`src/rtl/tlight_pkg.sv`:
```
// Shared types and default phase durations for the traffic-light sequencer.
package tlight_pkg;

    // Encoding matches the display stage's color mux order.
    typedef enum logic [1:0] {
        Red    = 2'd0,
        Yellow = 2'd1,
        Green  = 2'd2
    } phase_t;

    localparam int unsigned DefRedFrames      = 240;
    localparam int unsigned DefGreenFrames    = 240;
    localparam int unsigned DefYellowFrames   = 60;
    localparam int unsigned DefGreenMinFrames = 60;

    function automatic int unsigned max2(input int unsigned a, input int unsigned b);
        return (a > b) ? a : b;
    endfunction

endpackage

```
`src/rtl/tlight_seq.sv`:
```
// Frame-tick driven RED -> GREEN -> YELLOW phase sequencer with a latched pedestrian request
// that can shorten GREEN down to GREEN_MIN_FRAMES.
module tlight_seq
    import tlight_pkg::*;
#(
    parameter int unsigned RED_FRAMES       = DefRedFrames,
    parameter int unsigned GREEN_FRAMES     = DefGreenFrames,
    parameter int unsigned YELLOW_FRAMES    = DefYellowFrames,
    parameter int unsigned GREEN_MIN_FRAMES = DefGreenMinFrames
) (
    input  logic       clk,
    input  logic       reset,
    input  logic       frame_tick,
    input  logic       ped_req,
    output logic [1:0] color_sel,
    output logic       phase_start,
    output logic       ped_ack,
    output logic       ped_pending
);

    localparam int unsigned MaxFrames =
        max2(max2(RED_FRAMES, GREEN_FRAMES), YELLOW_FRAMES);
    localparam int unsigned CntW = $clog2(MaxFrames + 1);

    localparam logic [CntW-1:0] RedLast      = CntW'(RED_FRAMES - 1);
    localparam logic [CntW-1:0] GreenLast    = CntW'(GREEN_FRAMES - 1);
    localparam logic [CntW-1:0] YellowLast   = CntW'(YELLOW_FRAMES - 1);
    localparam logic [CntW-1:0] GreenMinLast = CntW'(GREEN_MIN_FRAMES - 1);

    phase_t          state_q;
    phase_t          state_next;
    logic [CntW-1:0] count_q;
    logic [CntW-1:0] term;
    logic            phase_done;
    logic            pend_next;

    always_comb begin
        term       = RedLast;
        state_next = Red;
        unique case (state_q)
            Red: begin
                term       = RedLast;
                state_next = Green;
            end
            Green: begin
                term       = GreenLast;
                state_next = Yellow;
            end
            Yellow: begin
                term       = YellowLast;
                state_next = Red;
            end
            default: begin
                term       = RedLast;
                state_next = Red;
            end
        endcase
        // A pending request may end GREEN once its minimum length is reached.
        phase_done = (count_q == term) ||
                     ((state_q == Green) && ped_pending && (count_q >= GreenMinLast));
        pend_next  = ped_pending | ped_req;
    end

    always_ff @(posedge clk) begin
        if (reset) begin
            state_q     <= Red;
            count_q     <= '0;
            ped_pending <= 1'b0;
            phase_start <= 1'b0;
            ped_ack     <= 1'b0;
        end else begin
            phase_start <= 1'b0;
            ped_ack     <= 1'b0;
            ped_pending <= pend_next;
            if (frame_tick && phase_done) begin
                state_q     <= state_next;
                count_q     <= '0;
                phase_start <= 1'b1;
                // Requests arriving in the same cycle as RED entry are served too.
                if (state_next == Red && pend_next) begin
                    ped_ack     <= 1'b1;
                    ped_pending <= 1'b0;
                end
            end else if (frame_tick) begin
                count_q <= count_q + 1'b1;
            end
        end
    end

    assign color_sel = state_q;

endmodule

```
`config.mk`:
```
export PLATFORM = sky130hd
export DESIGN_NAME = tlight_seq
export DESIGN_NICKNAME = d
export VERILOG_FILES = /design/src/rtl/tlight_pkg.sv /design/src/rtl/tlight_seq.sv
export SDC_FILE = /design/constraint.sdc
export NUM_CORES = 1
export LEC_CHECK = 0
export CAP_MARGIN = 10
export CORE_MARGIN = 3
export CORE_UTILIZATION = 35
export CTS_CLUSTER_DIAMETER = 100
export DETAILED_ROUTE_END_ITERATION = 6
export GPL_TIMING_DRIVEN = 0
export PLACE_DENSITY_LB_ADDON = 0.05
export SETUP_SLACK_MARGIN = 0.3
export SYNTH_ARGS = -nofsm -noshare
export SYNTH_HDL_FRONTEND = slang
export SYNTH_SLANG_ARGS = --single-unit
```
`constraint.sdc`:
```
create_clock -name clk -period 2 [get_ports clk]
set_input_delay 0.3 -clock clk [delete_from_list [all_inputs] [get_ports clk]]
set_output_delay 0.3 -clock clk [all_outputs]
set_load 0.02 [all_outputs]
```
Word-level counts from Yosys, hierarchy flattened
Cells that the tools add are included.
Widths: inputs -> output; s select.

storage, ports and cells
  bits of input ports = 4
  word-level logic and storage cells = 27
  register bits after elaboration = 13

cells by class
  add/subtract/negate cells = 1
  reduce and logical (&&, ||, !) cells = 9
  bitwise gates (word level) = 2
  equal/unequal tests = 3
  muxes and demuxes = 6
  magnitude comparators = 1

operator list
  cell                 count
  $add 8x1->8 const B  1
  $eq 8x8->1           1
  $ge 8x6->1 const B   1
  $mux 8               1
  $logic_and 1x1->1    4
  $logic_not 2->1      2
  $mux 1               4
  $pmux 2 s2           1
  $reduce_or 2->1      2
  $eq 2x1->1 const B   1
  $eq 2x2->1 const B   1
  $logic_or 1x1->1     1
  $not 1->1            1
  $or 1x1->1           1

Longest topological paths before layout
Gate-level depths: netlist (run 1).

  depth in word-level cells = 7
  gate-level depth with buffers = 6
  mapped depth without buffers = 6

Worst setup path after synthesis (run 1)
OpenSTA, ideal clock, no wires.

  path kind = flip-flop to flip-flop
  start point = reg state_q[0], in the netlist color_sel[0]
  end point = reg state_q[1], in the netlist color_sel[1]
  path slack = 214 ps
  required time = 1,932 ps
  arrival = 1,719 ps
  clock period less this slack = 1,786 ps
  cell stages (with the launch flop) = 6
  path buffers = 0
  cell sequence = dfxtp_1 or3b_1 nor4_4 o21bai_2 or3_1 a21oi_2

between the ends
  longest elaborated chain between the ends = 5

ends and longest elaborated chain
  element                                                 RTL line                            RTL
  start: declaration                                      tlight_seq.sv:30                    phase_t state_q;
  start signal: assignment                                tlight_seq.sv:66                    state_q <= Red;
  start signal: assignment                                tlight_seq.sv:76                    state_q <= state_next;
  $eq 2x1->1 / $eq 2x2->1 (equally long branches)         tlight_seq.sv:40, tlight_seq.sv:60
  $mux 8 / $logic_and 1x1->1 (equally long branches)      tlight_seq.sv:40, tlight_seq.sv:60
  $eq 8x8->1 / $logic_and 1x1->1 (equally long branches)  tlight_seq.sv:59, tlight_seq.sv:60
  $logic_or 1x1->1                                        tlight_seq.sv:59                    phase_done = (count_q == term) ||
  $logic_and 1x1->1                                       tlight_seq.sv:75                    if (frame_tick && phase_done) begin

Several ways; a longest one is shown, not always the timed one.
A chain may end at the register's enable or synchronous reset.

Worst setup path after layout (run 1)
  start point = reg state_q[0], in the netlist color_sel[0]
  end point = reg count_q[0]

between the ends
  longest elaborated chain between the ends = 6

ends and longest elaborated chain
  element                                                 RTL line                            RTL
  $eq 2x1->1 / $eq 2x2->1 (equally long branches)         tlight_seq.sv:40, tlight_seq.sv:60
  $mux 8 / $logic_and 1x1->1 (equally long branches)      tlight_seq.sv:40, tlight_seq.sv:60
  $eq 8x8->1 / $logic_and 1x1->1 (equally long branches)  tlight_seq.sv:59, tlight_seq.sv:60
  $logic_or 1x1->1 *                                      tlight_seq.sv:59
  $logic_and 1x1->1 *                                     tlight_seq.sv:75
  $reduce_or 2->1 (no source line) *                      --
  end signal: assignment                                  tlight_seq.sv:85                    count_q <= count_q + 1'b1;
  end: declaration                                        tlight_seq.sv:32                    logic [CntW-1:0] count_q;

Mark *: on every way between the ends. The rest lies on a longest branch, timed or not.

==> out/results.ini, run 1 <==
[cts]
worstSkewPairLatency_ps=290
cts_max_level=1
cts_tree=yes
cts-hold-fix-buffers=0
cts_sinks=13
numCtsBuffers=3
clockBufferDepth=2
cts.clk_slew.worst_paths_ps=90
clock-root-buffer=clkbuf_4

[worst_setup_path]
startpoint_type=flop
cp_data_required_time_ps=2230
critPathMaxFanout=6
critPathKind=flop to flop
critPathArrivalTime_ps=1850
worstSetupEndpointType=flop

[yosys]
async_flop_share=0
netlist.area_leader.share=0.390
ys_ff_latch=13
syn_inst=76
netlist_top_cells_area=dfxtp_1, nor2_1, nor3_1
synth_nets=81
synth.avg_cell_area_um2=8.77
synth-seq-area-share=0.390
synth_cell_types=34
synth_ff_type=dfxtp_1
yosysTopAreaCell=dfxtp_1
synth_edf_count=0
ys_warn_count=0
synthesis.area_um2=667

[timing]
setup_ws_ps=380
min_period_over_period=0.810
slew_violations=0
setup-tns-final_ps=0
hold_slack_ps=387
rsz0062_at_grt=yes
skew_ps=10.5
fin_crit_ps=1620
fmax_ghz=0.617
timing.final.hold_violations=0
worst_slew_pin_slew_ps=531
finalSetupViolCount=0
relSlewSlack=0.646

[placement]
place_area_um2=769
port_buffers=7
pre_cts_ws_ps=220
hpwl_mm=1.02
dp_cells=108
gp_congestion=0.761

[route]
drc=0
drt-pass1-iter-count=4
vias=622
drt-initial-drc-count=17
wirelength_mm=1.55
via_per_inst=5.27
ant_nets=0
wl_per_cell_um=13.1

[finish]
final_area_um2=880
antennaDiodeCount=0
regArea_um2=272
final_nets=99
fin_util=0.499
layout-drive-gt1-share=0.280
multi_input_area_um2=420
fillers=190
final_cells=118
final_common_cell=nor2_1
most-common-layout-cells=nor2_1, clkdlybuf4s50_1, dfxtp_2, dfxtp_1
syn_to_final_growth_pct=31.9

[power_and_ir_drop]
sequentialPowerShare=0.570
irDropWorstVdd_mv=0.344
power.total_mw=0.467
p_comb_frac=0.062
p_sw_mw=0.117
cell_internal_pwr_mw=0.350
power.leakage_nw=0.296
p_clk_frac=0.369
power.density_nw_per_um2=530
switching_share=0.250

[die]
die-width_um=49.7
initial_core_util=0.378
rows=15
die_area_um2=2470
core_area_um2=1760
ios=9
die_h_um=49.7

[global_route]
grt_first_pass_wirelength_mm=2.67
antenna_found_initial=0
grt_max_degree=11
grt_usage=0.144
grt_pass1_vias=581
gr-total-overflow=0

[outcome]
status=finished clean

[job]
max_cap_viol_count=0

[worst_hold_path]
worstHoldPathType=input pin to flop

[repair_timing]
action                     4_1_cts  5_1_grt
setup endpoints to repair        7       10
pin swaps                        2        4
gates resized for setup          7        7
buffers inserted                 3        3
[final cells by class]
cell class,count,share of cell area
Buffer,2,0.00853
Clock buffer,3,0.0256
Clock inverter,1,0.00569
Inverter,1,0.00427
Multi-Input combinational cell,60,0.478
Sequential cell,13,0.309
Tap cell,25,0.0356
Timing Repair Buffer,13,0.134
[metal layers]
| layer | vias up | GRT usage | wire [um] |
|---|---|---|---|
| li1 | 312 | - | - |
| met1 | 288 | 0.180 | 723 |
| met2 | 18 | 0.214 | 719 |
| met3 | 4 | 0.0634 | 84 |
| met4 | 0 | 0.0553 | 23 |
| met5 | - | 0 | 0 |
[logic make-up after synthesis]
family,share of synthesized area
compound gates,0.158
simple gates,0.349
buf+inv,0.0169
xor+xnor,0.0525
flops,0.390
fa+ha+maj,0.0188
mux,0.0150
[power groups by stage]
stage / combinational, mW / sequential [mW] / clock, mW
floorplan: 0.0148 / 0.274 / 0
global placement: 0.0277 / 0.273 / 0
detailed placement: 0.0286 / 0.273 / 0
CTS: 0.0287 / 0.266 / 0.179
global route: 0.0319 / 0.266 / 0.192
finish: 0.0288 / 0.266 / 0.172
[worst paths after layout]
path,from,to,slack (ps),depth (start not counted)
setup / recovery,color_sel[0]$_SDFFE_PP0P_,count_q[0]$_SDFFE_PP0P_,380,6
hold / removal,frame_tick,count_q[4]$_SDFFE_PP0P_,390,2
setup reg to reg,color_sel[0]$_SDFFE_PP0P_,count_q[0]$_SDFFE_PP0P_,380,6
hold reg to reg,count_q[1]$_SDFFE_PP0P_,count_q[1]$_SDFFE_PP0P_,500,2
[critical path, cell delays in order, from the launching register on]
cell,delay (ps)
dfxtp_4,370
or3b_4,240
nor4_4,40
buf_4,150
o21ai_1,150
or4bb_1,490
a21oi_1,120
[registers in the layout (all words and copies together), names as in the netlist]
name / count
phase_start: 1
color_sel: 2
ped_ack: 1
ped_pending: 1
count_q: 8
[cells in the mapped netlist (2+ instances only)]
master    instances
nand3_1           4
dfxtp_1          13
a21oi_1           4
xor2_1            2
nand2_1           6
clkbuf_1          2
o21ai_0           3
nor3b_1           2
nand2b_1          3
nor2_1            8
xnor2_1           2
nor3_1            5
No activity file was read; power rests on OpenSTA's default activity.
==> run 2, diff against run 1 <==
- clock period: 2 -> 1.5 ns (I/O delays scaled with it)
==> run 2 against run 1 <==
Global-route usage is 0.93 points lower. Maximum frequency is 1.0% higher. Design area is 11% higher. Critical path depth is 1 higher. Critical path type unchanged. Combinational power is 34% higher. Worst setup slack worse by 480 ps. Highest routed layer is now met3. Critical endpoint is now color_sel[1]$_SDFFE_PP0P_. Total power is 29% higher. First-iteration DRC count is 65% lower. Clock power is 24% higher. Clock skew is 4.0 ps lower. The run now ends with negative setup slack left.
==> out/results.ini, run 2 (synthesis gave the netlist of run 1 again) <==
[outcome]
status=complete, but fails checks
violations=negative setup slack

[timing]
timing.final.hold_violations=0  ; unchanged
skew_ps=6.44  ; -4.03 ps
fmax_ghz=0.624  ; +1.0%
rsz0062_at_grt=yes
setup-tns-final_ps=-238  ; -238 ps
hold_slack_ps=330  ; -56.6 ps
relSlewSlack=0.632  ; -0.0140
fin_crit_ps=1600  ; -16.1 ps
slew_violations=0  ; unchanged
worst_slew_pin_slew_ps=552  ; +21.0 ps
min_period_over_period=1.07  ; +0.259
setup_ws_ps=-104  ; -484 ps
finalSetupViolCount=3  ; +3

[power_and_ir_drop]
power.density_nw_per_um2=620  ; +17%
irDropWorstVdd_mv=0.403  ; +17%
power.total_mw=0.603  ; +29%
p_comb_frac=0.064  ; +0.002
power.leakage_nw=0.355  ; +20%
cell_internal_pwr_mw=0.465  ; +33%
p_sw_mw=0.138  ; +18%
switching_share=0.228  ; -0.0219
p_clk_frac=0.354  ; -0.015
sequentialPowerShare=0.582  ; +0.012

[die]
die_area_um2=2470  ; unchanged
initial_core_util=0.378  ; unchanged
die_h_um=49.7  ; unchanged
core_area_um2=1760  ; unchanged
rows=15  ; unchanged
ios=9  ; unchanged
die-width_um=49.7  ; unchanged

[cts]
cts.clk_slew.worst_paths_ps=80  ; about the same
cts_tree=yes
numCtsBuffers=3  ; unchanged
worstSkewPairLatency_ps=270  ; -20 ps
clock-root-buffer=clkbuf_4
cts_sinks=13  ; unchanged
cts_max_level=1  ; unchanged
clockBufferDepth=2  ; unchanged

[global_route]
antenna_found_initial=0  ; unchanged
gr-total-overflow=0  ; unchanged
grt_pass1_vias=567  ; -2.4%
grt_first_pass_wirelength_mm=2.55  ; -4.6%
grt_usage=0.134  ; -0.00928
grt_max_degree=11  ; unchanged

[worst_setup_path]
crit_top_cell=buf_6
critPathMaxFanout=3  ; -3
critPathKind=flop to flop
worstSetupEndpointType=flop
startpoint_type=flop
slowest_delay_ps=400  ; -90 ps
critPathArrivalTime_ps=1740  ; -110 ps
slowest_stage=or3b_4
cp_data_required_time_ps=1640  ; -590 ps
path_cells=or3b_4, nor4_4, o21bai_2, buf_6, buf_6, nand3_1, a21oi_2

[finish]
final_common_cell=buf_4
most-common-layout-cells=buf_4, nor2_1, nor3_1, dfxtp_2
layout-drive-gt1-share=0.424  ; +0.145
final_area_um2=972  ; +11%
syn_to_final_growth_pct=45.8
antennaDiodeCount=0  ; unchanged
fin_util=0.551  ; +0.0525
final_nets=105  ; +6.1%
largest_register_ff_count=8  ; unchanged
fillers=172  ; -9.5%
top_register=count_q

[placement]
hpwl_um=961  ; -5.7%
port_buffers=7  ; unchanged
gp_congestion=0.783  ; +2.9%
place_area_um2=781  ; +1.5%

[route]
wl_per_cell_um=11.8  ; -9.9%
wirelength_mm=1.47  ; -5.4%
via_per_inst=5.05  ; -4.2%
drt-pass1-iter-count=3  ; -1
vias=626  ; +0.64%
drt-initial-drc-count=6  ; -11
drc=0  ; unchanged
ant_nets=0  ; unchanged

[job]
max_cap_viol_count=0  ; unchanged

[worst_hold_path]
worstHoldPathType=input pin to flop

## run 2: cell count changes in the layout (fill, tap and decap cells not counted), sizes merged
cell	delta
buf	+9
clkdlybuf4s50	-5
clkbuf	+2
dlygate4sd2	+2
clkdlybuf4s25	-1
clkinv	-1
## run 2: final cells by class
cell class | count | area (um2) | area share
multi-input combinational | 60 | 472 | 0.485
sequential | 13 | 282 | 0.290
timing repair buffer | 19 | 150 | 0.154
tap | 25 | 31.3 | 0.0322
clock buffer | 4 | 26.3 | 0.0270
buffer | 2 | 7.51 | 0.00772
inverter | 1 | 3.75 | 0.00386
## run 2: metrics by stage
step,setup WS (ps),cells
2_1_floorplan,-154,76
3_3_place_gp,-275,108
3_5_place_dp,-257,108
4_1_cts,-214,118
5_1_grt,-162,124
6_report,-104,124
## run 2: per-layer routing
metal | vias up | share of wire | track usage
met1 | 292 | 0.49 | 0.173
met5 | - | 0 | 0
met3 | 0 | 0.046 | 0.0665
li1 | 324 | - | -
met4 | 0 | 0 | 0.0369
met2 | 10 | 0.46 | 0.196
## run 2: repair_timing
action | in CTS | in global routing
pin swaps | 8 | 8
buffers inserted | 6 | 6
hold buffers | 0 | 0
endpoints found under the setup margin | 18 | 14
gates resized for setup | 23 | 17
## run 2: power groups by stage
| stage | Clock, mW | Sequential (mW) | Combinational [mW] |
|---|---|---|---|
| floorplan | 0 | 0.364 | 0.0197 |
| global placement | 0 | 0.363 | 0.0365 |
| detailed placement | 0 | 0.363 | 0.0372 |
| CTS | 0.226 | 0.353 | 0.0366 |
| global route | 0.246 | 0.353 | 0.0425 |
| finish | 0.214 | 0.351 | 0.0385 |
## run 2: critical path, delay by kind of cell (launching register included)
| kind | cells | cell delay [ps] |
|---|---|---|
| compound gates | 2 | 170 |
| simple gates | 3 | 700 |
| buf+inv | 2 | 250 |
| flops | 1 | 350 |
## run 2: path summary, 6_finish.rpt
kind	startpoint	endpoint	slack [ps]	cells after the start
max	color_sel[1]$_SDFFE_PP0P_	color_sel[1]$_SDFFE_PP0P_	-100	7
min	frame_tick	count_q[4]$_SDFFE_PP0P_	330	2
max reg2reg	color_sel[1]$_SDFFE_PP0P_	color_sel[1]$_SDFFE_PP0P_	-100	7
min reg2reg	count_q[0]$_SDFFE_PP0P_	count_q[0]$_SDFFE_PP0P_	510	2
